File: config.mk
export PLATFORM = sky130hd
export DESIGN_NAME = sale_terminal_ctrl
export DESIGN_NICKNAME = d
export VERILOG_FILES = /design/src/rtl/sale_terminal_pkg.sv /design/src/rtl/key_onehot_enc.sv /design/src/rtl/sale_terminal_ctrl.sv
export SDC_FILE = /design/constraint.sdc
export NUM_CORES = 1
export LEC_CHECK = 0
export ABC_CLOCK_PERIOD_IN_PS = 4850
export CAP_MARGIN = 20
export CORE_UTILIZATION = 51
export DETAILED_ROUTE_END_ITERATION = 7
export GPL_ROUTABILITY_DRIVEN = 0
export GPL_TIMING_DRIVEN = 0
export PLACE_DENSITY = 0.92
export RECOVER_POWER = 50
export SLEW_MARGIN = 30
export SYNTH_ARGS = -nofsm -noshare
export SYNTH_HDL_FRONTEND = slang
export SYNTH_HIERARCHICAL = 1
export SYNTH_SLANG_ARGS = --single-unit
File: constraint.sdc
create_clock -name CLOCK_50 -period 4.85 [get_ports CLOCK_50]
set_input_delay 0.97 -clock CLOCK_50 [delete_from_list [all_inputs] [get_ports CLOCK_50]]
set_output_delay 0.97 -clock CLOCK_50 [all_outputs]
set_load 0.01 [all_outputs]
File: src/rtl/sale_terminal_pkg.sv
// Shared state encoding, direction codes and command bit index for the sale terminal controller.
package sale_terminal_pkg;

  typedef enum logic [3:0] {
    ST_START   = 4'd0,
    ST_IDLE    = 4'd1,
    ST_BARCODE = 4'd2,
    ST_INTER   = 4'd3,
    ST_QTY     = 4'd4,
    ST_ADD     = 4'd5,
    ST_EDIT    = 4'd6,
    ST_END     = 4'd7,
    ST_ERROR   = 4'd8
  } state_e;

  localparam logic [1:0] DIR_LEFT  = 2'b00;
  localparam logic [1:0] DIR_UP    = 2'b01;
  localparam logic [1:0] DIR_DOWN  = 2'b10;
  localparam logic [1:0] DIR_RIGHT = 2'b11;

  localparam int CMD_SELECT = 0;

  // ERROR has no display code of its own; it shares 7 with END and is told apart by err.
  function automatic logic [2:0] state_code(input state_e s);
    logic [3:0] v;
    v = s;
    return (s == ST_ERROR) ? 3'd7 : v[2:0];
  endfunction

endpackage

File: src/rtl/key_onehot_enc.sv
// One-hot key decoder: flags a single pressed key and returns its index; zero or several keys are invalid.
module key_onehot_enc #(
  parameter int KEY_N = 4,
  parameter int IDX_W = (KEY_N > 1) ? $clog2(KEY_N) : 1
) (
  input  logic [KEY_N-1:0] key_i,
  output logic             valid_o,
  output logic [IDX_W-1:0] idx_o
);

  assign valid_o = (key_i != '0) && ((key_i & (key_i - 1'b1)) == '0);

  // NOTE: every variable written in always_comb gets a default first, otherwise a latch is inferred.
  always_comb begin
    idx_o = '0;
    for (int i = 0; i < KEY_N; i++) begin
      if (key_i[i]) idx_o = IDX_W'(i);
    end
  end

endmodule

File: src/rtl/sale_terminal_ctrl.sv
// Sale terminal mode/entry controller with registered outputs and an ERROR hold state.
// Optional inactivity timeout is enabled by defining SALE_CTRL_TIMEOUT_EN.
module sale_terminal_ctrl
  import sale_terminal_pkg::*;
#(
  parameter int DIGITS   = 4,
  parameter int KEY_N    = 4,
  parameter int DIGIT_W  = 4,
  parameter int QTY_W    = 3,
  parameter int ERR_HOLD = 8,
  parameter int TMO_CYC  = 1024
) (
  input  logic               CLOCK_50,
  input  logic               RESET_N,
  input  logic [3:0]         cmd_pulse,
  input  logic [KEY_N-1:0]   key_pulse,
  input  logic [1:0]         sw_mode,
  input  logic               digit_done,
  input  logic               product_valid,
  input  logic               basket_full,
  input  logic               add_ack,
  output logic               digit_en,
  output logic [DIGIT_W-1:0] digit_val,
  output logic               bc_clr_n,
  output logic               dir_valid,
  output logic [1:0]         dir,
  output logic               add_req,
  output logic [QTY_W-1:0]   add_qty,
  output logic               del_req,
  output logic               err,
  output logic [2:0]         state_o
);

  localparam int IDX_W = (KEY_N > 1) ? $clog2(KEY_N) : 1;
  localparam int ERR_W = $clog2(ERR_HOLD + 1);

  state_e             state_q, state_d;
  logic [ERR_W-1:0]   err_cnt_q, err_cnt_d;
  logic               qty_first_q;
  logic               digit_en_q, digit_en_d, bc_clr_n_q, bc_clr_n_d;
  logic               dir_valid_q, dir_valid_d, add_req_q, add_req_d, del_req_q, del_req_d;
  logic [DIGIT_W-1:0] digit_val_q, digit_val_d;
  logic [1:0]         dir_q, dir_d;
  logic [QTY_W-1:0]   add_qty_q, add_qty_d;

  logic             key_ok, dir_ok, sel, act, tmo_hit, unused_cmd;
  logic [IDX_W-1:0] key_idx;

  key_onehot_enc #(.KEY_N(KEY_N), .IDX_W(IDX_W)) u_key_enc (
    .key_i  (key_pulse),
    .valid_o(key_ok),
    .idx_o  (key_idx)
  );

  assign sel        = cmd_pulse[CMD_SELECT];
  assign act        = sel | key_ok;
  assign dir_ok     = key_ok && (32'(key_idx) < 32'd4);
  assign unused_cmd = ^cmd_pulse;

`ifdef SALE_CTRL_TIMEOUT_EN
  localparam int TMO_W = $clog2(TMO_CYC + 1);
  localparam int unused_digits = DIGITS;
  logic [TMO_W-1:0] tmo_q, tmo_d;
  logic             tmo_zone;

  // The counter restarts on every state change so each timed state gets a full window.
  assign tmo_zone = state_q inside {ST_BARCODE, ST_QTY, ST_INTER};
  assign tmo_hit  = tmo_zone && !act && (tmo_q == TMO_W'(TMO_CYC - 1));

  always_comb begin
    tmo_d = tmo_q + 1'b1;
    if (!tmo_zone || act || tmo_hit || (state_d != state_q)) tmo_d = '0;
  end

  always_ff @(posedge CLOCK_50 or negedge RESET_N) begin
    if (!RESET_N) tmo_q <= '0;
    else          tmo_q <= tmo_d;
  end
`else
  localparam int unused_params = DIGITS + TMO_CYC;
  assign tmo_hit = 1'b0;
`endif

  // NOTE: sequential state uses non-blocking assignments so all registers update from pre-edge values.
  always_ff @(posedge CLOCK_50 or negedge RESET_N) begin
    if (!RESET_N) begin
      state_q     <= ST_START;
      err_cnt_q   <= '0;
      qty_first_q <= 1'b0;
      digit_en_q  <= 1'b0;
      digit_val_q <= '0;
      bc_clr_n_q  <= 1'b1;
      dir_valid_q <= 1'b0;
      dir_q       <= '0;
      add_req_q   <= 1'b0;
      add_qty_q   <= '0;
      del_req_q   <= 1'b0;
    end else begin
      state_q     <= state_d;
      err_cnt_q   <= err_cnt_d;
      qty_first_q <= (state_d == ST_QTY) && (state_q != ST_QTY);
      digit_en_q  <= digit_en_d;
      digit_val_q <= digit_val_d;
      bc_clr_n_q  <= bc_clr_n_d;
      dir_valid_q <= dir_valid_d;
      dir_q       <= dir_d;
      add_req_q   <= add_req_d;
      add_qty_q   <= add_qty_d;
      del_req_q   <= del_req_d;
    end
  end

  always_comb begin
    state_d   = state_q;
    err_cnt_d = '0;
    case (state_q)
      ST_START: state_d = ST_IDLE;
      ST_IDLE: begin
        if (sel)             state_d = ST_END;
        else if (sw_mode[1]) state_d = ST_EDIT;
        else if (sw_mode[0]) state_d = ST_INTER;
        else                 state_d = ST_BARCODE;
      end
      ST_BARCODE: begin
        if (sw_mode != 2'b00)       state_d = ST_IDLE;
        else if (sel && digit_done) state_d = product_valid ? ST_QTY : ST_ERROR;
        else if (tmo_hit)           state_d = ST_IDLE;
      end
      ST_INTER: begin
        if (!sw_mode[0])  state_d = ST_IDLE;
        else if (sel)     state_d = ST_QTY;
        else if (tmo_hit) state_d = ST_IDLE;
      end
      ST_QTY: begin
        if (qty_first_q && basket_full) state_d = ST_ERROR;
        else if (key_ok && !sel)        state_d = ST_ADD;
        else if (tmo_hit)               state_d = ST_IDLE;
      end
      ST_ADD:  if (add_ack) state_d = ST_IDLE;
      ST_EDIT: if (!sw_mode[1]) state_d = ST_IDLE;
      ST_END:  state_d = ST_START;
      ST_ERROR: begin
        if (err_cnt_q == ERR_W'(ERR_HOLD - 1)) state_d = ST_IDLE;
        else                                   err_cnt_d = err_cnt_q + 1'b1;
      end
      default: state_d = ST_START;
    endcase
  end

  // Next values of the output registers; a Select in the same cycle masks any key.
  always_comb begin
    digit_en_d  = 1'b0;
    dir_valid_d = 1'b0;
    del_req_d   = 1'b0;
    bc_clr_n_d  = 1'b1;
    digit_val_d = digit_val_q;
    dir_d       = dir_q;
    add_req_d   = add_req_q;
    add_qty_d   = add_qty_q;
    case (state_q)
      ST_START: bc_clr_n_d = 1'b0;
      ST_BARCODE: begin
        if (sw_mode == 2'b00) begin
          if (sel) begin
            if (digit_done && !product_valid) bc_clr_n_d = 1'b0;
          end else if (!digit_done && key_ok) begin
            digit_en_d  = 1'b1;
            digit_val_d = DIGIT_W'(key_idx) + DIGIT_W'(1);
          end else if (tmo_hit) begin
            bc_clr_n_d = 1'b0;
          end
        end
      end
      ST_INTER: begin
        if (sw_mode[0] && !sel) begin
          if (dir_ok) begin
            dir_valid_d = 1'b1;
            dir_d       = DIR_RIGHT - 2'(key_idx);
          end else if (tmo_hit) begin
            bc_clr_n_d = 1'b0;
          end
        end
      end
      ST_QTY: begin
        if (!(qty_first_q && basket_full)) begin
          if (key_ok && !sel) begin
            add_req_d = 1'b1;
            add_qty_d = QTY_W'(key_idx) + QTY_W'(1);
          end else if (tmo_hit) begin
            bc_clr_n_d = 1'b0;
          end
        end
      end
      ST_ADD: begin
        if (add_ack) begin
          add_req_d  = 1'b0;
          bc_clr_n_d = 1'b0;
        end
      end
      ST_EDIT: begin
        if (sw_mode[1]) begin
          if (sel) begin
            del_req_d = 1'b1;
          end else if (dir_ok) begin
            dir_valid_d = 1'b1;
            dir_d       = DIR_RIGHT - 2'(key_idx);
          end
        end
      end
      default: ;
    endcase
  end

  assign digit_en  = digit_en_q;
  assign digit_val = digit_val_q;
  assign bc_clr_n  = bc_clr_n_q;
  assign dir_valid = dir_valid_q;
  assign dir       = dir_q;
  assign add_req   = add_req_q;
  assign add_qty   = add_qty_q;
  assign del_req   = del_req_q;
  assign err       = (state_q == ST_ERROR);
  assign state_o   = state_code(state_q);

endmodule

==> metrics <==
status finished clean; Post-Synth XOR/XNOR Area under 10%; Slew HR approximately a quarter; critical path class register to primary output; Initial Utilization 55.1%; Rows 17; Simple-Gate Fraction of Synth Area about a quarter; initial antenna violation count 0; worst slew pin tran 1.15 ns; DIE AREA 2610 um2; Iteration-0 DRC Markers 13; Worst Skew about 0.0024 ns; crit-path cells clkbuf_1, nor4b_1, or2_2, clkdlybuf4s50_1; worst endpoint data arrival time between 2 and 2.5 ns; TritonRoute pass-1 iters 4; setup TNS 0 ns; Multi-input gate area slightly above 600 um2; vias in the first global route about 940; Core ar. 2230 um2; commonest cells in the netlist dfrtp_1, nor2_1, nand2_1; Root Buffer clkbuf_4; CP startpoint state_q[3]; CTS resizes 0; overall power approximately 0.68 mW; min cycle time layout approximately 3.4 ns; total congestion overflow 0; Synth Area in Adders under 10%; vias per inst roughly 5.6; ys flop type dfrtp_1; FF/Latch Area roughly 550 um2; Hold Startpoint err_cnt_q[0]; Crit path required time 3.88 ns; pin count of the biggest net entering global routing 23; Yosys cell types between 40 and 50; CTS tree yes; Top Family by Delay on Critical Path simple AND/OR/NAND/NOR gates; Crit. End Element primary output; CTS max path bufs 2; multiplexer share of the synthesized area around 6.7%; H-tree depth 1; Syn Area/Cell about 9.8 um2; hold_buf cts 0; clock sinks 22; final number of setup-violating endpoints 0; hpwl dp ~1900 um; PwrDens 439 nW/um2; Slew Limit Fails 0; I/O Buffers 27; fillers around 180; cell count after synthesis between 100 and 150; post-synthesis compound-gate area fraction about an eighth; synth warn 6; CP Buf/Inv Count 2; Max-cap violations 0; worst r2r src state_q[2]; share of post-route cells with drive strength above 1 between 10% and 20%; Post-CTS Setup Repair Bufs 0; DR WL/cell between 10 and 15 um; die width about 50 um; Area Overhead vs Synth 26.6%; vias roughly 1,000; Crit-path slowest cell nor4b_1; worst-path maximum fanout 10; Final Cycle Share 70.5%; area leader, netlist dfrtp_1; Synth area leaders dfrtp_1, nor2_1, nor2b_1; synthesized area between 1000 and 1500 um2; count leader, synth dfrtp_1; ANT cells 0; sequential-to-total area share from yosys stat roughly 45%; Post-DRT Antenna Nets 0; CTS clk-pin slew, worst paths 0.11 ns; area share of the largest cell type after synthesis 42.7%; ys async rst share 100%; unrepaired setup endpoints after global routing no; CP max stage delay around 0.65 ns; first-pass GRT wire length about 4300 um; Post-Route WL about 2500 um; Peak Freq about 290 MHz; Die H slightly above 50 um; Syn Nets ~140; I/O Pins 34; DRC 0; flops & latches, synth 22; worst reg2reg setup slack around 2.8 ns; number of flops mapped to enable cells by yosys 0; CTS buffer count 3; maximum vdd drop about 0.00030 V; Skew-Pair Late Insertion Delay around 0.32 ns; min-delay worst type register to register; Leakage 0.688 nW; Final Hold Viols 0; startpoint types register; Tot GR Track Use between 20% and 30%; main combinational cell family by area after synthesis simple AND/OR/NAND/NOR gates; Total Nets Final about 180
==> cell usage in the layout, fill, tap and decap left out, types with 3 or more instances in the layout <==
master / n
clkdlybuf4s50_1: 25
mux2i_1: 3
clkbuf_1: 5
clkbuf_4: 3
nor2b_1: 5
nor2_1: 12
o21ai_0: 5
nand4_1: 3
nand2_1: 6
nor3_1: 5
inv_1: 5
nand2b_1: 4
xor2_1: 3
a31oi_1: 3
dfrtp_1: 21
or2_2: 5
==> logic make-up (layout without fill, tap and decap cells) <==
logic type	count (synthesis)	after routing
simple gates	55	55
compound gates	22	22
flops	22	22
buf+inv	12	43
mux	7	7
xor+xnor	4	4
fa+ha+maj	2	2
other cells	1	1
==> metrics by stage <==
| stage | util (%) | hold WS [ns] | cell area [um2] | std cells | setup slack (ns) |
|---|---|---|---|---|---|
| 2_1_floorplan | - | 0.431 | 1230 | 125 | 2.31 |
| 5_1_grt | 69.8 | 0.492 | 1560 | 184 | 1.10 |
| 4_1_cts | 70.4 | 0.476 | 1570 | 184 | 1.43 |
| 6_report | 69.8 | 0.474 | 1560 | 184 | 1.43 |
| 3_3_place_gp | 68.8 | 0.444 | 1540 | 180 | 1.82 |
| 3_5_place_dp | 68.8 | 0.460 | 1540 | 180 | 1.78 |
==> final timing paths <==
kind / end / depth (start not counted)
max in group asynchronous: state_q[3] / 1
setup reg to reg: digit_val[1] / 4
setup / recovery: state_o[1] / 4
min in group asynchronous: err_cnt_q[2] / 1
hold reg to reg: err_cnt_q[0] / 1
hold / removal: err_cnt_q[0] / 1
==> where the power goes <==
group | switching, mW | internal [mW] | leakage (nW)
Combinational | 0.161 | 0.165 | 0.384
Clock | 0.0560 | 0.0460 | 0.0210
Sequential | 0.0271 | 0.229 | 0.282
Total | 0.244 | 0.440 | 0.688
==> state kept, by name, summed over array words and instances (netlist names) <==
signal	flops
add_req	1
bc_clr_n	1
digit_en	1
dir	2
del_req	1
digit_val	3
state_q	4
qty_first_q	1
add_qty	3
dir_valid	1
err_cnt_q	4
==> metal layers <==
layer / global-route usage [%] / part of all wire (%) / up-vias
met4: 8.80 / 1.6 / 0
li1: - / - / 498
met5: 0 / 0 / -
met2: 36.2 / 48 / 35
met3: 4.17 / 6.0 / 5
met1: 29.7 / 44 / 498
==> layout make-up <==
class / instances / area share, %
Sequential cell: 22 / 35.4
Tap cell: 28 / 2.25
Buffer: 7 / 2.49
Inverter: 5 / 1.20
Clock buffer: 4 / 2.33
Timing Repair Buffer: 27 / 16.9
Multi-Input combinational cell: 91 / 39.4
Note: power is estimated with default switching activity, not from simulation.
